**config.mk**
```make
export PLATFORM = sky130hd
export DESIGN_NAME = cursor_ctrl
export DESIGN_NICKNAME = d
export VERILOG_FILES = /design/src/rtl/cursor_ctrl.sv
export SDC_FILE = /design/constraint.sdc
export NUM_CORES = 1
export LEC_CHECK = 0
export CAP_MARGIN = 20
export CORE_MARGIN = 2
export CORE_UTILIZATION = 62
export CTS_BUF_LIST = sky130_fd_sc_hd__clkbuf_4 sky130_fd_sc_hd__clkbuf_8
export CTS_CLUSTER_DIAMETER = 150
export DETAILED_ROUTE_END_ITERATION = 10
export PLACE_DENSITY = 0.82
export SLEW_MARGIN = 15
export SYNTH_ARGS = -nofsm -noshare
export SYNTH_HDL_FRONTEND = slang
export SYNTH_SLANG_ARGS = --single-unit
```
**constraint.sdc**
```tcl
create_clock -name clk -period 2.9 [get_ports clk]
set_clock_uncertainty 0.05 [all_clocks]
set_input_delay 0.725 -clock clk [delete_from_list [all_inputs] [get_ports clk]]
set_output_delay 0.725 -clock clk [all_outputs]
set_load 0.05 [all_outputs]
```
**src/rtl/cursor_ctrl.sv**
```systemverilog
// -----------------------------------------------------------------------------
// cursor_ctrl
// Board cursor / square-selection controller driven by five raw push keys.
// Each key is synchronized, debounced and edge-detected into a one-cycle press.
// Presses move the cursor around an 8x8 board with saturation at the edges.
// A select press commits the current cursor square to select_loc. A change of
// the side to move reloads the cursor with that side's home square. Once
// either side wins, the block locks up until reset.
//
// Ports
//   clk           rising-edge clock
//   rst           asynchronous active-low reset
//   btn_up/down/left/right/sel  raw active-high keys, asynchronous to clk
//   turn          side to move (1 = red)
//   red_win, white_win  game-over flags
//   cursor_loc    highlighted square {x[2:0], y[2:0]}
//   select_loc    last committed square {x, y}
//   commit        one-cycle pulse in the cycle select_loc takes a new value
//   idle_timeout  level, no accepted press for TIMEOUT cycles (RUN only)
//   locked        level, game over; this is also the FSM state (LOCK)
// -----------------------------------------------------------------------------
module cursor_ctrl #(
    parameter int DB_CYCLES = 4,
    parameter int TIMEOUT   = 1000
) (
    input  logic       clk,
    input  logic       rst,
    input  logic       btn_up,
    input  logic       btn_down,
    input  logic       btn_left,
    input  logic       btn_right,
    input  logic       btn_sel,
    input  logic       turn,
    input  logic       red_win,
    input  logic       white_win,
    output logic [5:0] cursor_loc,
    output logic [5:0] select_loc,
    output logic       commit,
    output logic       idle_timeout,
    output logic       locked
);

    localparam int         NB         = 5;
    localparam logic [7:0] DB_LAST    = 8'(DB_CYCLES - 1);
    localparam logic [19:0] TO_VAL    = 20'(TIMEOUT);
    localparam logic [5:0] HOME_RED   = {3'd3, 3'd2};
    localparam logic [5:0] HOME_WHITE = {3'd4, 3'd5};

    typedef enum logic {
        RUN  = 1'b0,
        LOCK = 1'b1
    } state_t;

    state_t state;

    // Bit order used for every per-key vector: {up, down, left, right, sel}.
    logic [NB-1:0] raw;
    logic [NB-1:0] sync1, sync2;
    logic [NB-1:0] db_level, db_prev, armed;
    logic [7:0]    db_cnt [NB];
    logic [1:0]    warm;
    logic [NB-1:0] press;

    assign raw = {btn_up, btn_down, btn_left, btn_right, btn_sel};

    // Two-flop synchronizer. warm[1] goes high once sync2 holds a real sample
    // rather than its reset value.
    always_ff @(posedge clk or negedge rst) begin
        if (!rst) begin
            sync1 <= '0;
            sync2 <= '0;
            warm  <= '0;
        end else begin
            sync1 <= raw;
            sync2 <= sync1;
            warm  <= {warm[0], 1'b1};
        end
    end

    // Per-key debouncer. The accepted level flips only after DB_CYCLES
    // consecutive synchronized samples disagree with it. A key is armed only
    // after it has been seen low with valid samples, so a key held through
    // reset cannot generate a press until it is released and pressed again.
    always_ff @(posedge clk or negedge rst) begin
        if (!rst) begin
            db_level <= '0;
            db_prev  <= '0;
            armed    <= '0;
            for (int i = 0; i < NB; i++) begin
                db_cnt[i] <= '0;
            end
        end else begin
            db_prev <= db_level;
            for (int i = 0; i < NB; i++) begin
                if (warm[1] && !sync2[i]) begin
                    armed[i] <= 1'b1;
                end
                if (sync2[i] != db_level[i]) begin
                    if (db_cnt[i] == DB_LAST) begin
                        db_level[i] <= sync2[i];
                        db_cnt[i]   <= '0;
                    end else begin
                        db_cnt[i] <= db_cnt[i] + 8'd1;
                    end
                end else begin
                    db_cnt[i] <= '0;
                end
            end
        end
    end

    // One-cycle press on a rising debounced level.
    assign press = db_level & ~db_prev & armed;

    logic        p_up, p_down, p_left, p_right, p_sel;
    logic [2:0]  cur_x, cur_y, nxt_x, nxt_y;
    logic        turn_q, turn_chg;
    logic [19:0] idle_cnt, idle_nxt;

    assign {p_up, p_down, p_left, p_right, p_sel} = press;

    // Saturating moves; opposing presses on one axis cancel.
    always_comb begin
        cur_x = cursor_loc[5:3];
        cur_y = cursor_loc[2:0];
        nxt_x = cur_x;
        nxt_y = cur_y;
        if (p_right && !p_left && cur_x != 3'd7) begin
            nxt_x = cur_x + 3'd1;
        end else if (p_left && !p_right && cur_x != 3'd0) begin
            nxt_x = cur_x - 3'd1;
        end
        if (p_up && !p_down && cur_y != 3'd7) begin
            nxt_y = cur_y + 3'd1;
        end else if (p_down && !p_up && cur_y != 3'd0) begin
            nxt_y = cur_y - 3'd1;
        end
        turn_chg = (turn != turn_q);
        if ((|press) || turn_chg) begin
            idle_nxt = '0;
        end else if (idle_cnt == TO_VAL) begin
            idle_nxt = idle_cnt;
        end else begin
            idle_nxt = idle_cnt + 20'd1;
        end
    end

    // Main FSM. A win flag seen at an edge takes priority over everything
    // else on that edge, so a press accepted on the same edge is dropped.
    always_ff @(posedge clk or negedge rst) begin
        if (!rst) begin
            state        <= RUN;
            cursor_loc   <= HOME_RED;
            select_loc   <= {3'd0, 3'd1};
            commit       <= 1'b0;
            idle_timeout <= 1'b0;
            locked       <= 1'b0;
            turn_q       <= 1'b1;
            idle_cnt     <= '0;
        end else begin
            turn_q <= turn;
            case (state)
                RUN: begin
                    if (red_win || white_win) begin
                        state        <= LOCK;
                        locked       <= 1'b1;
                        commit       <= 1'b0;
                        idle_timeout <= 1'b0;
                        idle_cnt     <= '0;
                    end else begin
                        commit <= p_sel;
                        // Select captures the cursor as it was before this edge.
                        if (p_sel) begin
                            select_loc <= cursor_loc;
                        end
                        // Home load wins over any move on the same edge.
                        if (turn_chg) begin
                            cursor_loc <= turn ? HOME_RED : HOME_WHITE;
                        end else begin
                            cursor_loc <= {nxt_x, nxt_y};
                        end
                        idle_cnt     <= idle_nxt;
                        idle_timeout <= (idle_nxt == TO_VAL);
                    end
                end
                default: begin
                    locked       <= 1'b1;
                    commit       <= 1'b0;
                    idle_timeout <= 1'b0;
                end
            endcase
        end
    end

endmodule

```
# [Word level (Yosys, flattened, before mapping)]
# Index checks and enable logic that the tools add are counted.
[word_totals] inputBits=10 reg_bits=104 wordCells=123
[op_classes] n_mux=27 addsub=10 bitwise=5 eq_ne=15 reduce_logical=38
[op_table] cell="$mux W8" count=10
[op_table] cell="$mux W20" count=3
[op_table] cell="$add A8 B1 Y8 const B" count=5
[op_table] cell="$eq A20 B10 Y1 const B" count=2
[op_table] cell="$eq A8 B2 Y1 const B" count=5
[op_table] cell="$add A20 B1 Y20 const B" count=1
[op_table] cell="$logic_and A1 B1 Y1" count=13
[op_table] cell="$mux W3" count=4
[op_table] cell="$mux W6" count=2
[op_table] cell="$reduce_bool A3 Y1" count=4
[op_table] cell="$and A5 B5 Y5" count=2
[op_table] cell="$reduce_and A2 Y1" count=5
[op_table] cell="$logic_not A1 Y1" count=9
[op_table] cell="$reduce_and A3 Y1" count=3
[op_table] cell="$mux W1" count=8
[op_table] cell="$add A3 B1 Y3 const B" count=2
[op_table] cell="$ne A1 B1 Y1" count=6
[op_table] cell="$ne A3 B3 Y1 const B" count=2
[op_table] cell="$sub A3 B1 Y3 const B" count=2
[op_table] cell="$not A5 Y5" count=1
[op_table] cell="$reduce_or A5 Y1" count=1
[op_table] cell="$logic_or A1 B1 Y1" count=2
[op_table] cell="$not A1 Y1" count=2
[op_table] cell="$reduce_bool A2 Y1" count=1

# [Longest topological paths before layout]
[logic_depth] depth_word=9 ltp_mapped=9 ltp_nobuf=8

# [Worst setup path after synthesis]
# Ideal clock, no wire load.
[synth_timing] path_type="input to register" from="input white_win" to="register idle_cnt[17]" path_slack_ps=712 path_buffers=1 stages=5 setup_ps=110 arrival_time_ps=2028 required_time_ps=2740 path_cell_list="nor3_2 > nand3_1 > or2_1 > clkbuf_1 > o41ai_1"
[synth_between] elab_chain_len=2
[synth_rtl] element="from (decl)" line_no="35" source="input logic white_win,"
[synth_rtl] element="$logic_or A1 B1 Y1" line_no="164" source="if (red_win || white_win) begin"
[synth_rtl] element="$mux W20" line_no="164"
[synth_rtl] element="to (signal assigned)" line_no="182" source="idle_cnt <= idle_nxt;"
[synth_rtl] element="to (decl)" line_no="118" source="logic [19:0] idle_cnt, idle_nxt;"
# Every way passes these cells.
# A chain may end at the register's enable or synchronous reset.

# [Worst setup path after layout]
[layout_timing] from="register cursor_loc[3]" to="output cursor_loc[3]"
[layout_lines] element="from (decl)" line_no="36" source="output logic [5:0] cursor_loc,"
[layout_lines] element="from (signal assigned)" line_no="178" source="cursor_loc <= turn ? HOME_RED : HOME_WHITE;"
[layout_lines] element="from (signal assigned)" line_no="180" source="cursor_loc <= {nxt_x, nxt_y};"
# No word-level cell between the ends.

==> summary.md <==
| Metric | Value |
|---|---|
| Number of enable-type register cells in the synthesized netlist | 0 |
| Met1 layer usage reported by global route | 0.331 |
| Die Span X | 93.8 um |
| Worst r2r path cells | 7 |
| Distinct cell type count after synthesis | 57 |
| Die area | 0.00880 mm^2 |
| Net count of the mapped netlist | 505 |
| Final Max Tran Viols | 0 |
| Max FO, Critical Path | 9 |
| Setup repair bufs after CTS | 0 |
| Crit path arrival time | 1.86 ns |
| MaxCap Viol Count | 0 |
| Most common library cell in the layout ignoring fill and taps | dfrtp_1 |
| Number of gates resized after CTS | 0 |
| First-pass GRT wire length | 16700 um |
| Starting utilization of the core area | 0.644 |
| Flops & latches, synth | 104 |
| Count of final setup violators | 0 |
| Final routed wire length divided by cell count | 16.1 um |
| Largest net degree at the start of global routing | 48 |
| Commonest cells after routing, fill and taps aside | 99 x dfrtp_1, 54 x nor2_1, 36 x nand3_1 |
| Worst-Skew Late Latency | 0.38 ns |
| Met3 global-route usage | 0.0562 |
| Hold Buf Count CTS | 0 |
| Relative max-transition margin | 0.550 |
| Clk root buf | clkbuf_8 |
| Initial antenna violation count | 0 |
| Diode insertion count for antenna repair | 0 |
| Pwr dens | 584 mW/mm^2 |
| Largest cells by area after synthesis | dfrtp_1 50%, xor2_1 5.4%, nor2_1 4.1% |
| CTS buffer count | 9 |
| Standard cell core area | approximately 0.008 mm^2 |
| Synth async-reset ratio | 1.00 |
| Number of DRC markers in iteration 0 | 288 |
| DRC | 0 |
| Biggest area consumer among synthesized cells | dfrtp_1 |
| Fraction of layout instances using a drive strength above 1 | 0.0825 |
| Final ANT Viol Nets | 0 |
| Category of the worst setup path launch point | register |
| Post-route fraction of the period consumed by the critical path | 0.909 |
| Most common flop cell mapped by yosys | dfrtp_1 |
| Fin. Hold Viols | 0 |
| Yosys warns | 0 |
| Peak clock frequency supported by timing | ~0.38 GHz |
| CP cell instances | clkdlybuf4s50_1 |
| Class of the most critical hold timing path | input pin to async pin |
| Total Negative Setup Slacks | 0 ns |
| PnR worst setup slack | 0.263 ns |
| Count of buffers from port buffering | 24 |
| Mapped Area | 0.00500 mm^2 |
| Unrepaired setup endpoints after global routing | no |
| Run status | finished clean |
| Slew of the pin with the lowest slew margin | a little under 0.7 ns |
| Class of the most critical setup path | register to output port |
| Post-placement worst setup slack | 0.147 ns |
| Top cell type's share of synthesized area | 0.495 |
| Synthesis-to-finish area growth | 11.7% |
| Fin crit period | 2.64 ns |
| Clock tree from TritonCTS | done |
| Crit end category | output port |
| Weighted congestion at the end of routability-driven global placement | ~0.96 |
| Routed vias | 3766 |
| CP top delay family | buffers and inverters |
| Combined buffer and inverter count along the critical path | 1 |
| Total gr overflow | 0 |
| Sink Count | 104 |
| Data required time at the worst endpoint | 2.12 ns |
| Die height | 93.8 um |
| Met2 usage in global routing | 0.380 |
| Number of top-level design ports | 25 |
| Number of nets at the end of the flow | between 500 and 600 |
| Number of placement rows | 32 |
| Per-cell via count in the routed design | around 6.0 |
| Buffer depth of the longest clock path | 2 |
| Minimum hold slack | 0.293 ns |
| CTS H-Tree Depth | 3 |
| Maximum VDD drop | roughly 0.46 mV |
| Total wire length after detailed routing | 10000 um |
| Number of global-route vias before repair | 3569 |
| Post-DP HPWL | 6930 um |
| Mean instance size in the synthesized netlist | 10.3 um^2 |
| Crit path max-delay cell type | clkdlybuf4s50_1 |
| Leak | 2.42 nW |
| Sequential element share of the synthesized area | 0.522 |
| Clock Pin Slew Worst Setup and Hold Paths | between 0.1 and 0.15 ns |
| Global routing's busiest layer | met2 |
| Number of cells produced by synthesis | 486 |
| Crit-path max cell delay | around 0.84 ns |
| Total global-route track usage | 0.243 |
| Total iterations of the first detailed-routing run | 5 |
| Cell depth of the worst setup path | 1 |
[report_power, final]
part           switching, mW  total [mW]  leakage, nW  internal, mW
clock network          0.557       0.894       0.0964         0.337
logic                  0.352       0.602         1.00         0.250
registers              0.163        1.77         1.32          1.60
total                   1.07        3.26         2.42          2.19
[per-layer routing]
metal	wire [um]	vias up
met5	0	-
met3	546	21
met4	188	0
met2	4860	108
met1	4430	1844
li1	-	1793
[cell type report]
class / instances / area, um^2
clock buffers: 9 / 124
clock inverters: 7 / 75.1
fillers: 576 / 2180
inverters: 15 / 56.3
multi-input cells: 353 / 2280
flip-flops and latches: 104 / 2610
well taps: 102 / 128
repair buffers: 33 / 318
[kinds of logic (layout without fill, tap and decap cells)]
family          Yosys count  count (layout)  synth area share
xor+xnor                 47              47            0.0823
compound gates           80              80             0.103
buf+inv                  29              64            0.0235
flops                   104             104             0.522
mux                       6               6            0.0135
fa+ha+maj                11              11            0.0295
other cells               1               1          0.000750
simple gates            208             208             0.226
[flip-flops by register name (all words and copies together) (netlist names), 2 cells and up]
register and count:
armed 5, cursor_loc 6, db_cnt 40, db_level 5, db_prev 5, idle_cnt 20
select_loc 6, sync1 5, sync2 5, warm 2
[worst paths after layout]
path / from / end / slack, ns
setup / recovery: cursor_loc[3] / cursor_loc[3] / 0.26
hold / removal: rst / idle_cnt[4] / 0.29
setup reg to reg: idle_cnt[0] / idle_timeout / 0.50
hold reg to reg: sync1[4] / sync2[4] / 0.31
max in group asynchronous: rst / select_loc[0] / 1.79
min in group clk: sync1[4] / sync2[4] / 0.31
[Yosys cell counts (2+ instances only)]
master / n
nand2_1: 34
nand4_1: 9
nand3_1: 36
xor2_1: 31
ha_1: 7
o41ai_1: 6
dfstp_2: 5
and3_1: 16
a31oi_1: 2
and3b_1: 4
or3_4: 2
nand2b_1: 2
o211ai_1: 3
nor2_1: 54
nor4_2: 3
inv_1: 14
nor3b_1: 3
o21ai_0: 17
nor4_1: 7
a211oi_1: 2
maj3_1: 2
xnor2_1: 16
and2_1: 2
buf_2: 7
o21ai_1: 16
mux2_1: 6
nor3_2: 2
o31ai_1: 8
nand3b_1: 4
fa_1: 2
nor3_1: 15
clkbuf_1: 7
a21o_1: 6
dfrtp_1: 99
nand4b_1: 2
a41oi_1: 2
a21oi_1: 10
nor4b_1: 4
[metrics by stage]
stage               instance area, um^2  std cells  power (mW)   util
finish                             5590        623        3.26  0.719
global route                       5590        623        3.45  0.719
CTS                                5590        623        3.29  0.719
detailed placement                 5390        607        2.39  0.693
global placement                   5390        607        2.36  0.693
floorplan                          5000        486        2.19      -
Power figures use the tool's default switching activity.
